## src/rtl/uart_rx_fifo.sv

```systemverilog
// ---------------------------------------------------------------------------
// uart_rx_fifo
// Receive-side byte buffer placed directly after uart_rx. Each rising edge of
// rx_done captures one byte into a DEPTH-entry first-word-fall-through FIFO.
// The host reads bytes over a valid/ready port. The block also reports
// occupancy, full/empty status and a sticky overflow flag for dropped bytes.
//
// Ports
//   clk       in   system clock, rising edge
//   reset     in   asynchronous active-low reset
//   rx_done   in   byte-complete strobe (pulse or level; rising edge used)
//   data_in   in   received byte, sampled on the edge that sees rx_done rise
//   rd_ready  in   consumer accepts rd_data this cycle
//   rd_valid  out  rd_data holds the oldest unread byte
//   rd_data   out  head-of-FIFO byte (combinational read)
//   count     out  number of stored bytes, 0..DEPTH
//   empty     out  count == 0
//   full      out  count == DEPTH
//   overflow  out  sticky: a byte was dropped while full
//   ovf_clr   in   synchronous clear of overflow (a same-cycle set wins)
// ---------------------------------------------------------------------------
module uart_rx_fifo #(
    parameter int DATA_W = 8,
    parameter int DEPTH  = 16,
    parameter int ADDR_W = 4
) (
    input  logic              clk,
    input  logic              reset,
    input  logic              rx_done,
    input  logic [DATA_W-1:0] data_in,
    input  logic              rd_ready,
    output logic              rd_valid,
    output logic [DATA_W-1:0] rd_data,
    output logic [ADDR_W:0]   count,
    output logic              empty,
    output logic              full,
    output logic              overflow,
    input  logic              ovf_clr
);

    localparam logic [ADDR_W:0]   DEPTH_C   = (ADDR_W+1)'(DEPTH);
    localparam logic [ADDR_W-1:0] PTR_ONE_C = {{(ADDR_W-1){1'b0}}, 1'b1};
    localparam logic [ADDR_W:0]   CNT_ONE_C = {{ADDR_W{1'b0}}, 1'b1};

    // State registers
    logic                rx_done_q;
    logic [ADDR_W-1:0]   wr_ptr_q, wr_ptr_d;
    logic [ADDR_W-1:0]   rd_ptr_q, rd_ptr_d;
    logic [ADDR_W:0]     count_q,  count_d;
    logic                overflow_q, overflow_d;
    logic [DATA_W-1:0]   mem_q [DEPTH];

    // Decoded control
    logic wr_req_s;
    logic pop_s;
    logic wr_en_s;
    logic drop_s;
    logic empty_s;
    logic full_s;

    // Status is derived from count alone; pointers are never compared.
    assign empty_s  = (count_q == {(ADDR_W+1){1'b0}});
    assign full_s   = (count_q == DEPTH_C);

    // One write request per rx_done assertion, however long it is held.
    assign wr_req_s = rx_done & ~rx_done_q;
    assign pop_s    = ~empty_s & rd_ready;
    // A full FIFO still accepts a write when a pop frees a slot this cycle.
    assign wr_en_s  = wr_req_s & (~full_s | pop_s);
    assign drop_s   = wr_req_s & full_s & ~pop_s;

    assign rd_valid = ~empty_s;
    assign rd_data  = mem_q[rd_ptr_q];
    assign count    = count_q;
    assign empty    = empty_s;
    assign full     = full_s;
    assign overflow = overflow_q;

    // Next-state for pointers, occupancy and the sticky overflow flag.
    always_comb begin
        wr_ptr_d   = wr_ptr_q;
        rd_ptr_d   = rd_ptr_q;
        count_d    = count_q;
        overflow_d = overflow_q;

        if (wr_en_s) begin
            wr_ptr_d = wr_ptr_q + PTR_ONE_C;
        end else begin
            wr_ptr_d = wr_ptr_q;
        end

        if (pop_s) begin
            rd_ptr_d = rd_ptr_q + PTR_ONE_C;
        end else begin
            rd_ptr_d = rd_ptr_q;
        end

        case ({wr_en_s, pop_s})
            2'b10:   count_d = count_q + CNT_ONE_C;
            2'b01:   count_d = count_q - CNT_ONE_C;
            default: count_d = count_q;
        endcase

        // Setting takes priority over a same-cycle clear.
        if (drop_s) begin
            overflow_d = 1'b1;
        end else if (ovf_clr) begin
            overflow_d = 1'b0;
        end else begin
            overflow_d = overflow_q;
        end
    end

    // Control registers. rx_done_q resets high so that an rx_done already
    // asserted when reset is released does not look like a new byte.
    always_ff @(posedge clk or negedge reset) begin
        if (!reset) begin
            rx_done_q  <= 1'b1;
            wr_ptr_q   <= {ADDR_W{1'b0}};
            rd_ptr_q   <= {ADDR_W{1'b0}};
            count_q    <= {(ADDR_W+1){1'b0}};
            overflow_q <= 1'b0;
        end else begin
            rx_done_q  <= rx_done;
            wr_ptr_q   <= wr_ptr_d;
            rd_ptr_q   <= rd_ptr_d;
            count_q    <= count_d;
            overflow_q <= overflow_d;
        end
    end

    // Storage array. It is cleared on reset so that rd_data reads 0 while
    // the FIFO has never been written.
    always_ff @(posedge clk or negedge reset) begin
        if (!reset) begin
            for (int i = 0; i < DEPTH; i++) begin
                mem_q[i] <= {DATA_W{1'b0}};
            end
        end else begin
            if (wr_en_s) begin
                mem_q[wr_ptr_q] <= data_in;
            end
        end
    end

    uart_rx_fifo_chk #(
        .DEPTH  (DEPTH),
        .ADDR_W (ADDR_W)
    ) u_chk (
        .clk      (clk),
        .reset    (reset),
        .count    (count_q),
        .empty    (empty_s),
        .full     (full_s),
        .rd_valid (rd_valid),
        .wr_req   (wr_req_s),
        .pop      (pop_s),
        .drop     (drop_s)
    );

endmodule

// ---------------------------------------------------------------------------
// uart_rx_fifo_chk
// Structural invariants of uart_rx_fifo: occupancy bound, status consistency
// and the mutual exclusion between a dropped byte and a pop.
//
// Ports
//   clk, reset   clock and active-low reset of the checked block
//   count        occupancy
//   empty, full  status flags
//   rd_valid     read-port valid
//   wr_req       detected rx_done rising edge
//   pop          accepted read
//   drop         byte discarded because the FIFO was full
// ---------------------------------------------------------------------------
module uart_rx_fifo_chk #(
    parameter int DEPTH  = 16,
    parameter int ADDR_W = 4
) (
    input logic            clk,
    input logic            reset,
    input logic [ADDR_W:0] count,
    input logic            empty,
    input logic            full,
    input logic            rd_valid,
    input logic            wr_req,
    input logic            pop,
    input logic            drop
);

    localparam logic [ADDR_W:0] DEPTH_C = (ADDR_W+1)'(DEPTH);

    // Occupancy never exceeds the number of entries.
    a_count_bound: assert property (@(posedge clk) disable iff (!reset)
        count <= DEPTH_C);

    // Status flags agree with the occupancy.
    a_empty_flag: assert property (@(posedge clk) disable iff (!reset)
        empty == (count == {(ADDR_W+1){1'b0}}));

    a_full_flag: assert property (@(posedge clk) disable iff (!reset)
        full == (count == DEPTH_C));

    a_valid_flag: assert property (@(posedge clk) disable iff (!reset)
        rd_valid == !empty);

    // A byte is only dropped on a write request into a full FIFO with no pop.
    a_drop_cause: assert property (@(posedge clk) disable iff (!reset)
        drop |-> (wr_req && full && !pop));

endmodule
```

## config.mk

```make
export PLATFORM = sky130hd
export DESIGN_NAME = uart_rx_fifo
export DESIGN_NICKNAME = d
export VERILOG_FILES = /design/src/rtl/uart_rx_fifo.sv
export SDC_FILE = /design/constraint.sdc
export NUM_CORES = 1
export LEC_CHECK = 0
export ABC_AREA = 1
export BUFFER_PORTS_ARGS = -buffer_cell sky130_fd_sc_hd__buf_2
export CORE_ASPECT_RATIO = 1.5
export CORE_MARGIN = 2
export CORE_UTILIZATION = 44
export CTS_CLUSTER_DIAMETER = 50
export DETAILED_ROUTE_END_ITERATION = 8
export GPL_ROUTABILITY_DRIVEN = 1
export HOLD_SLACK_MARGIN = 0.02
export SYNTH_ARGS = -nofsm -noshare
export SYNTH_HDL_FRONTEND = slang
export SYNTH_SLANG_ARGS = --single-unit
```

## constraint.sdc

```tcl
create_clock -name clk -period 4.9 [get_ports clk]
set_clock_uncertainty 0.2 [all_clocks]
set_input_delay 0 -clock clk [delete_from_list [all_inputs] [get_ports clk]]
set_output_delay 0 -clock clk [all_outputs]
set_load 0.05 [all_outputs]
```

==> results of run 1 <==
through the flow:
stage	instance area, um2	cells	hold WS (ns)
after floorplan	8170	1086	-0.496
after global placement	8340	1302	-0.286
after detailed placement	8340	1302	-0.285
after CTS	9100	1349	0.0239
after global routing	9100	1349	0.0344
final	9100	1349	0.0343
cells in the mapped netlist:
library cell    n  area, um2
clkinv_1        2       7.51
clkbuf_1       21       78.8
nand2_2         4       25.0
o21ai_0         5       25.0
ha_1            9        113
buf_2          40        200
nand3_4        16        280
nand2_4         1       11.3
xor2_1          5       43.8
buf_1           1       3.75
buf_4           3       22.5
inv_1         114        428
nand4_2         1       12.5
nor2_2         10       62.6
nand3_1       107        536
nand2_1       448       1680
nor2_4          8       90.1
dfrtp_1       142       3550
dfstp_2         1       26.3
buf_6           8       90.1
a21oi_1         4       20.0
xnor2_1         2       17.5
nand4_1       128        801
nor2_1          5       18.8
fa_1            1       20.0
critical path: cells and delay by family (launching register included):
family / cells / cell delay [ns]
buffers and inverters: 2 / 0.88
DFF: 1 / 0.80
and+or+nand+nor: 3 / 0.49
worst max path at each step:
stage | endpoint | from | depth (start not counted) | slack, ns
after global routing | rd_data[5] | rd_ptr_q[2]$_DFFE_PN0P_ | 5 | 1.93
after detailed placement | count[4]$_DFFE_PN0P_ | count[3]$_DFFE_PN0P_ | 12 | 2.35
after CTS | rd_data[0] | rd_ptr_q[0]$_DFFE_PN0P_ | 9 | 2.06
after floorplan | count[4]$_DFFE_PN0P_ | count[0]$_DFFE_PN0P_ | 12 | 1.90
final | rd_data[5] | rd_ptr_q[2]$_DFFE_PN0P_ | 5 | 2.10
after global placement | count[4]$_DFFE_PN0P_ | count[3]$_DFFE_PN0P_ | 12 | 2.41
state kept, by name (all words and copies together), names as in the netlist:
signal and cells:
overflow 1, rx_done_q 1, count 5, mem_q 128, rd_ptr_q 4, wr_ptr_q 4
power by group through the flow:
stage | Combinational [mW] | Clock (mW) | Sequential, mW
final | 2.61 | 1.35 | 1.95
after global routing | 2.92 | 1.42 | 2.01
after CTS | 2.63 | 1.37 | 1.95
after detailed placement | 2.61 | 0 | 1.96
after global placement | 2.59 | 0 | 1.95
after floorplan | 1.94 | 0 | 1.93
per-layer routing:
metal  vias to the layer above  share of wire
met3                        45          0.042
met4                         0          0.033
li1                       3503              -
met5                         -              0
met1                      3413           0.43
met2                       163           0.49
kinds of logic (layout without fill, tap and decap cells):
logic type | after synthesis | in the layout | synth area share
AOI/OAI and AO/OA | 9 | 9 | 0.00551
xor gates and xnor gates | 7 | 7 | 0.00751
adders and majority gates | 10 | 10 | 0.0162
buffers and inverters | 189 | 200 | 0.102
DFF | 143 | 143 | 0.438
and+or+nand+nor | 728 | 728 | 0.431
final cells by class:
cell class              instances  area share
clock buffers                  26      0.0548
repair buffers                 52      0.0436
multi-input cells             754       0.414
clock inverters                 6      0.0115
flip-flops and latches        143       0.393
inverters                     116      0.0478
well taps                     252      0.0346
==> impl_metrics.yaml, run 1 <==
synthesis:
  syn_avg_cell_area_um2: 7.52
  yosysWarnings: 0
  syn-instance-count: 1086
  synth_fp_nets: 1109
  synth_seq_cells: 143
  syn_area_mm2: 0.00817
  synth_cell_types: 25
  synth_seq_area_share: 0.438
power:
  p_per_area_mw_per_mm2: 648
  pwr-share-seq: 0.330
  switching_power_mw: 2.67
  clockPowerShare: 0.229
  power.internal_mw: 3.24
  sw_frac_of_total: 0.452
  leakage_nw: 4.70
  pwr-share-comb: 0.442
  power_mw: 5.90
  vdd_drop_max_uv: 411
grt:
  met3_usage: 0.0457
  antenna_found_initial: 0
  grt_use_total: 0.248
  grt_pass1_wl_mm: 37.8
  grt-ovfl-total: 0
  grt_use_met1: 0.323
  busiest_layer: "met2"
  grt_max_degree: 148
  grt_util_met2: 0.403
  grt_pass1_vias: 6898
sta:
  fin_setup_tns_ns: 0
  rsz0062_at_grt: "false"
  min_period_ns: 2.80
  setup_viol: 0
  final_hold_viol_count: 0
  maxSlewHeadroom: 0.411
  setup_ws_ns: 2.10
  fin_crit_sh: 0.572
  maxSlewViolCount: 0
  tightestPinTransition_ns: 0.884
  fmax_ghz: 0.357
setup_path:
  cp.arrival_ns: 2.60
  path_cells: "clkinv_1, nand3_1, nand3_1, nand2_1, buf_2"
  startpoint_type: "register"
  critPathMaxFanout: 19
  required_ns: 4.70
  slowest_stage: "dfrtp_1"
  r2r-start: "count[3]$_DFFE_PN0P_"
  reg2reg_slack_ns: 2.31
  worst-setup-path-type: "register to primary output"
  crit_top_cell: "nand3_1"
  timing.rr.end: "count[4]$_DFFE_PN0P_"
  cp-end-kind: "primary output"
  crit_path_max_incr_delay_ns: 0.80
  r2r_cells: 12
finish:
  mostFrequentLayoutCells: "448 x nand2_1, 141 x dfrtp_1, 128 x nand4_1"
  nets: 1107
  layout-drive-gt1-share: 0.0985
  utilization: 0.495
  ff_latch_area_mm2: 0.00358
  multi_input_area_mm2: 0.00377
  fillerInstances: 1804
  area_growth_pct: 11.5
  layout_commonest_cell: "nand2_1"
  diodes: 0
die:
  core_area_mm2: 0.0184
  dieHeight_um: 171
  floorplan.initialDensity: 0.444
  die_area_mm2: 0.0197
  die_width_um: 115
  row_count: 61
  ios: 30
cts:
  post-cts-setup-buffers: 0
  cts_made_buffers: 17
  clk_latency_ns: 0.42
  cts_tree: "yes"
  clk_pin_slew_worst_paths_ns: 0.06
  hold_buffers: 15
  cts.path.max_buffers: 2
  clock-root-buffer: "clkbuf_16"
  htreeDepth: 4
  cts_sinks: 143
  cts_resized: 0
drt:
  totalWireLength_mm: 23.0
  wl_per_cell_um: 17.0
  vias_per_cell: 5.28
  via_count: 7124
  drt-initial-drc-count: 620
  antenna_left: 0
  firstDrtPassIters: 5
  drc: 0
place:
  port-buffer-count: 29
  place_congestion: 0.839
  hpwl_mm: 14.0
  place_ws_ns: 2.35
flow_run:
  cap_violations: 0
min_path:
  min_to: "rx_done_q$_DFF_PN1_"
  hp-class: "input pin to register"
  hold_start: "rx_done"
  hold_depth: 2
status:
  status: "finished, final reports clean"
Note: power is estimated with default switching activity, not from simulation.
==> run 2: changes to the inputs <==
- clock period: 4.9 -> 2.4 ns (I/O delays scaled with it)
==> run 2 against run 1 <==
Cell count rose by 0.82%. Hold slack lost 0.0033 ns. Total power is 110% higher. Via count up 2.4%. Critical endpoint is now rd_data[2]. Final area increased by 2.2%. Sequential cell count is the same. Global-route usage is 0.71 points higher. Sequential power increased by 100%. Routed wire length increased by 5.5%. Non-clock buffer count increased by 11. Die area is the same. Worst setup slack worse by 2.0 ns.
==> impl_metrics.yaml, run 2 (synthesis results as in run 1) <==
cts:
  cts_made_buffers: 17
  clk_latency_ns: 0.43
  cts_sinks: 143
  htreeDepth: 4
  post-cts-setup-buffers: 0
  cts.path.max_buffers: 2
  cts_tree: "yes"
  clock-root-buffer: "clkbuf_16"
  clk_pin_slew_worst_paths_ns: 0.06
finish:
  top_register: "mem_q"
  stdcell_count: 1360
  fillerInstances: 1846
  fin_area_mm2: 0.00930
  layout_commonest_cell: "nand2_1"
  utilization: 0.506
  mostFrequentLayoutCells: "447 x nand2_1, 136 x dfrtp_1, 128 x nand4_1"
  largest_reg_flops: 128
  diodes: 0
  area_growth_pct: 13.9
  layout-drive-gt1-share: 0.120
  largest_registers: "mem_q (128), count (5)"
  nets: 1118
setup_path:
  reg2reg_slack_ns: 0.18
  r2r-start: "count[3]$_DFFE_PN0P_"
  crit_path_max_incr_delay_ns: 0.37
  required_ns: 2.20
  cp.arrival_ns: 2.09
  cp_num_buf_inv: 3
  path_cells: "inv_1, buf_4, nand3_1, nand3_1, nand3_1, nand2_1, buf_2"
  r2r_cells: 12
  startpoint_type: "register"
  critPathTopFamily: "buffers and inverters"
  timing.rr.end: "count[4]$_DFFE_PN0P_"
  slowest_stage: "dfrtp_1"
  crit_top_cell: "nand3_1"
  cp-end-kind: "primary output"
  critPathMaxFanout: 33
  worst-setup-path-type: "register to primary output"
min_path:
  min_to: "rx_done_q$_DFF_PN1_"
  hold_start: "rx_done"
  hp-class: "input pin to register"
  hold_depth: 2
power:
  p_per_area_mw_per_mm2: 1330
  power_mw: 12.4
  vdd_drop_max_uv: 718
  leakage_nw: 4.76
die:
  ios: 30
  die_area_mm2: 0.0197
  die_width_um: 115
  floorplan.initialDensity: 0.444
  row_count: 61
  dieHeight_um: 171
  core_area_mm2: 0.0184
drt:
  wl_per_cell_um: 17.8
  vias_per_cell: 5.36
  totalWireLength_mm: 24.2
  drc: 0
  antenna_left: 0
  via_count: 7292
  drt-initial-drc-count: 687
  firstDrtPassIters: 5
sta:
  setup_ws_ns: 0.111
  final_hold_viol_count: 0
  fin_crit_sh: 0.954
  min_period_ns: 2.29
  maxSlewHeadroom: 0.492
  rsz0062_at_grt: "false"
  maxSlewViolCount: 0
  worst_hold_slack_ns: 0.0310
  fmax_ghz: 0.437
  tightestPinTransition_ns: 0.762
  fin_setup_tns_ns: 0
  setup_viol: 0
status:
  status: "finished, final reports clean"
place:
  place_ws_ns: 0.185
  hpwl_mm: 14.8
  port-buffer-count: 29
  place_area_mm2: 0.00851
  dp_cells: 1312
  place_congestion: 0.910
grt:
  grt_use_total: 0.256
  grt_max_degree: 147
  grt_pass1_wl_mm: 38.2
  grt-ovfl-total: 0
  antenna_found_initial: 0
  grt_pass1_vias: 7097
flow_run:
  cap_violations: 0
## run 2: cell count changes in the layout (fill, tap and decap cells not counted), sizes merged
| cell | before | now |
|---|---|---|
| buf | 38 | 47 |
| clkbuf | 26 | 20 |
| clkinv | 5 | 8 |
| clkinvlp | 0 | 5 |
## run 2: final cells by class
cell class | count | area, um2 | area share
clock buffer | 18 | 429 | 0.0461
clock inverter | 14 | 169 | 0.0182
inverter | 116 | 435 | 0.0468
multi-input combinational | 754 | 3810 | 0.410
sequential | 143 | 3590 | 0.386
tap | 252 | 315 | 0.0339
timing repair buffer | 63 | 557 | 0.0598
## run 2: how the worst max path moves through the flow
stage / from / end / cells past startpoint
after detailed placement: count[1]$_DFFE_PN0P_ / count[4]$_DFFE_PN0P_ / 12
final: rd_ptr_q[1]$_DFFE_PN0P_ / rd_data[2] / 7
after global placement: count[1]$_DFFE_PN0P_ / count[4]$_DFFE_PN0P_ / 12
after CTS: rd_ptr_q[0]$_DFFE_PN0P_ / rd_data[1] / 9
after floorplan: count[1]$_DFFE_PN0P_ / count[4]$_DFFE_PN0P_ / 12
after global routing: rd_ptr_q[0]$_DFFE_PN0P_ / rd_data[2] / 9
## run 2: repair_timing
action	4_1_cts	5_1_grt
hold endpoints to repair	285	0
gates resized for setup	0	1
setup endpoints to repair	0	5
hold buffers	15	0
## run 2: layer usage
| metal | up-vias | routed length [um] | GRT usage |
|---|---|---|---|
| met5 | - | 0 | 0 |
| met4 | 0 | 633 | 0.0896 |
| met3 | 41 | 1150 | 0.0436 |
| met2 | 218 | 12700 | 0.456 |
| met1 | 3490 | 9800 | 0.308 |
| li1 | 3543 | - | - |
## run 2: power by group
part           total (mW)  internal (mW)  leakage, nW  switching, mW
combinational        5.71           1.69         2.61           4.02
clock                2.72           1.63        0.278           1.09
sequential           3.93           3.35         1.87          0.580
total                12.4           6.67         4.76           5.69
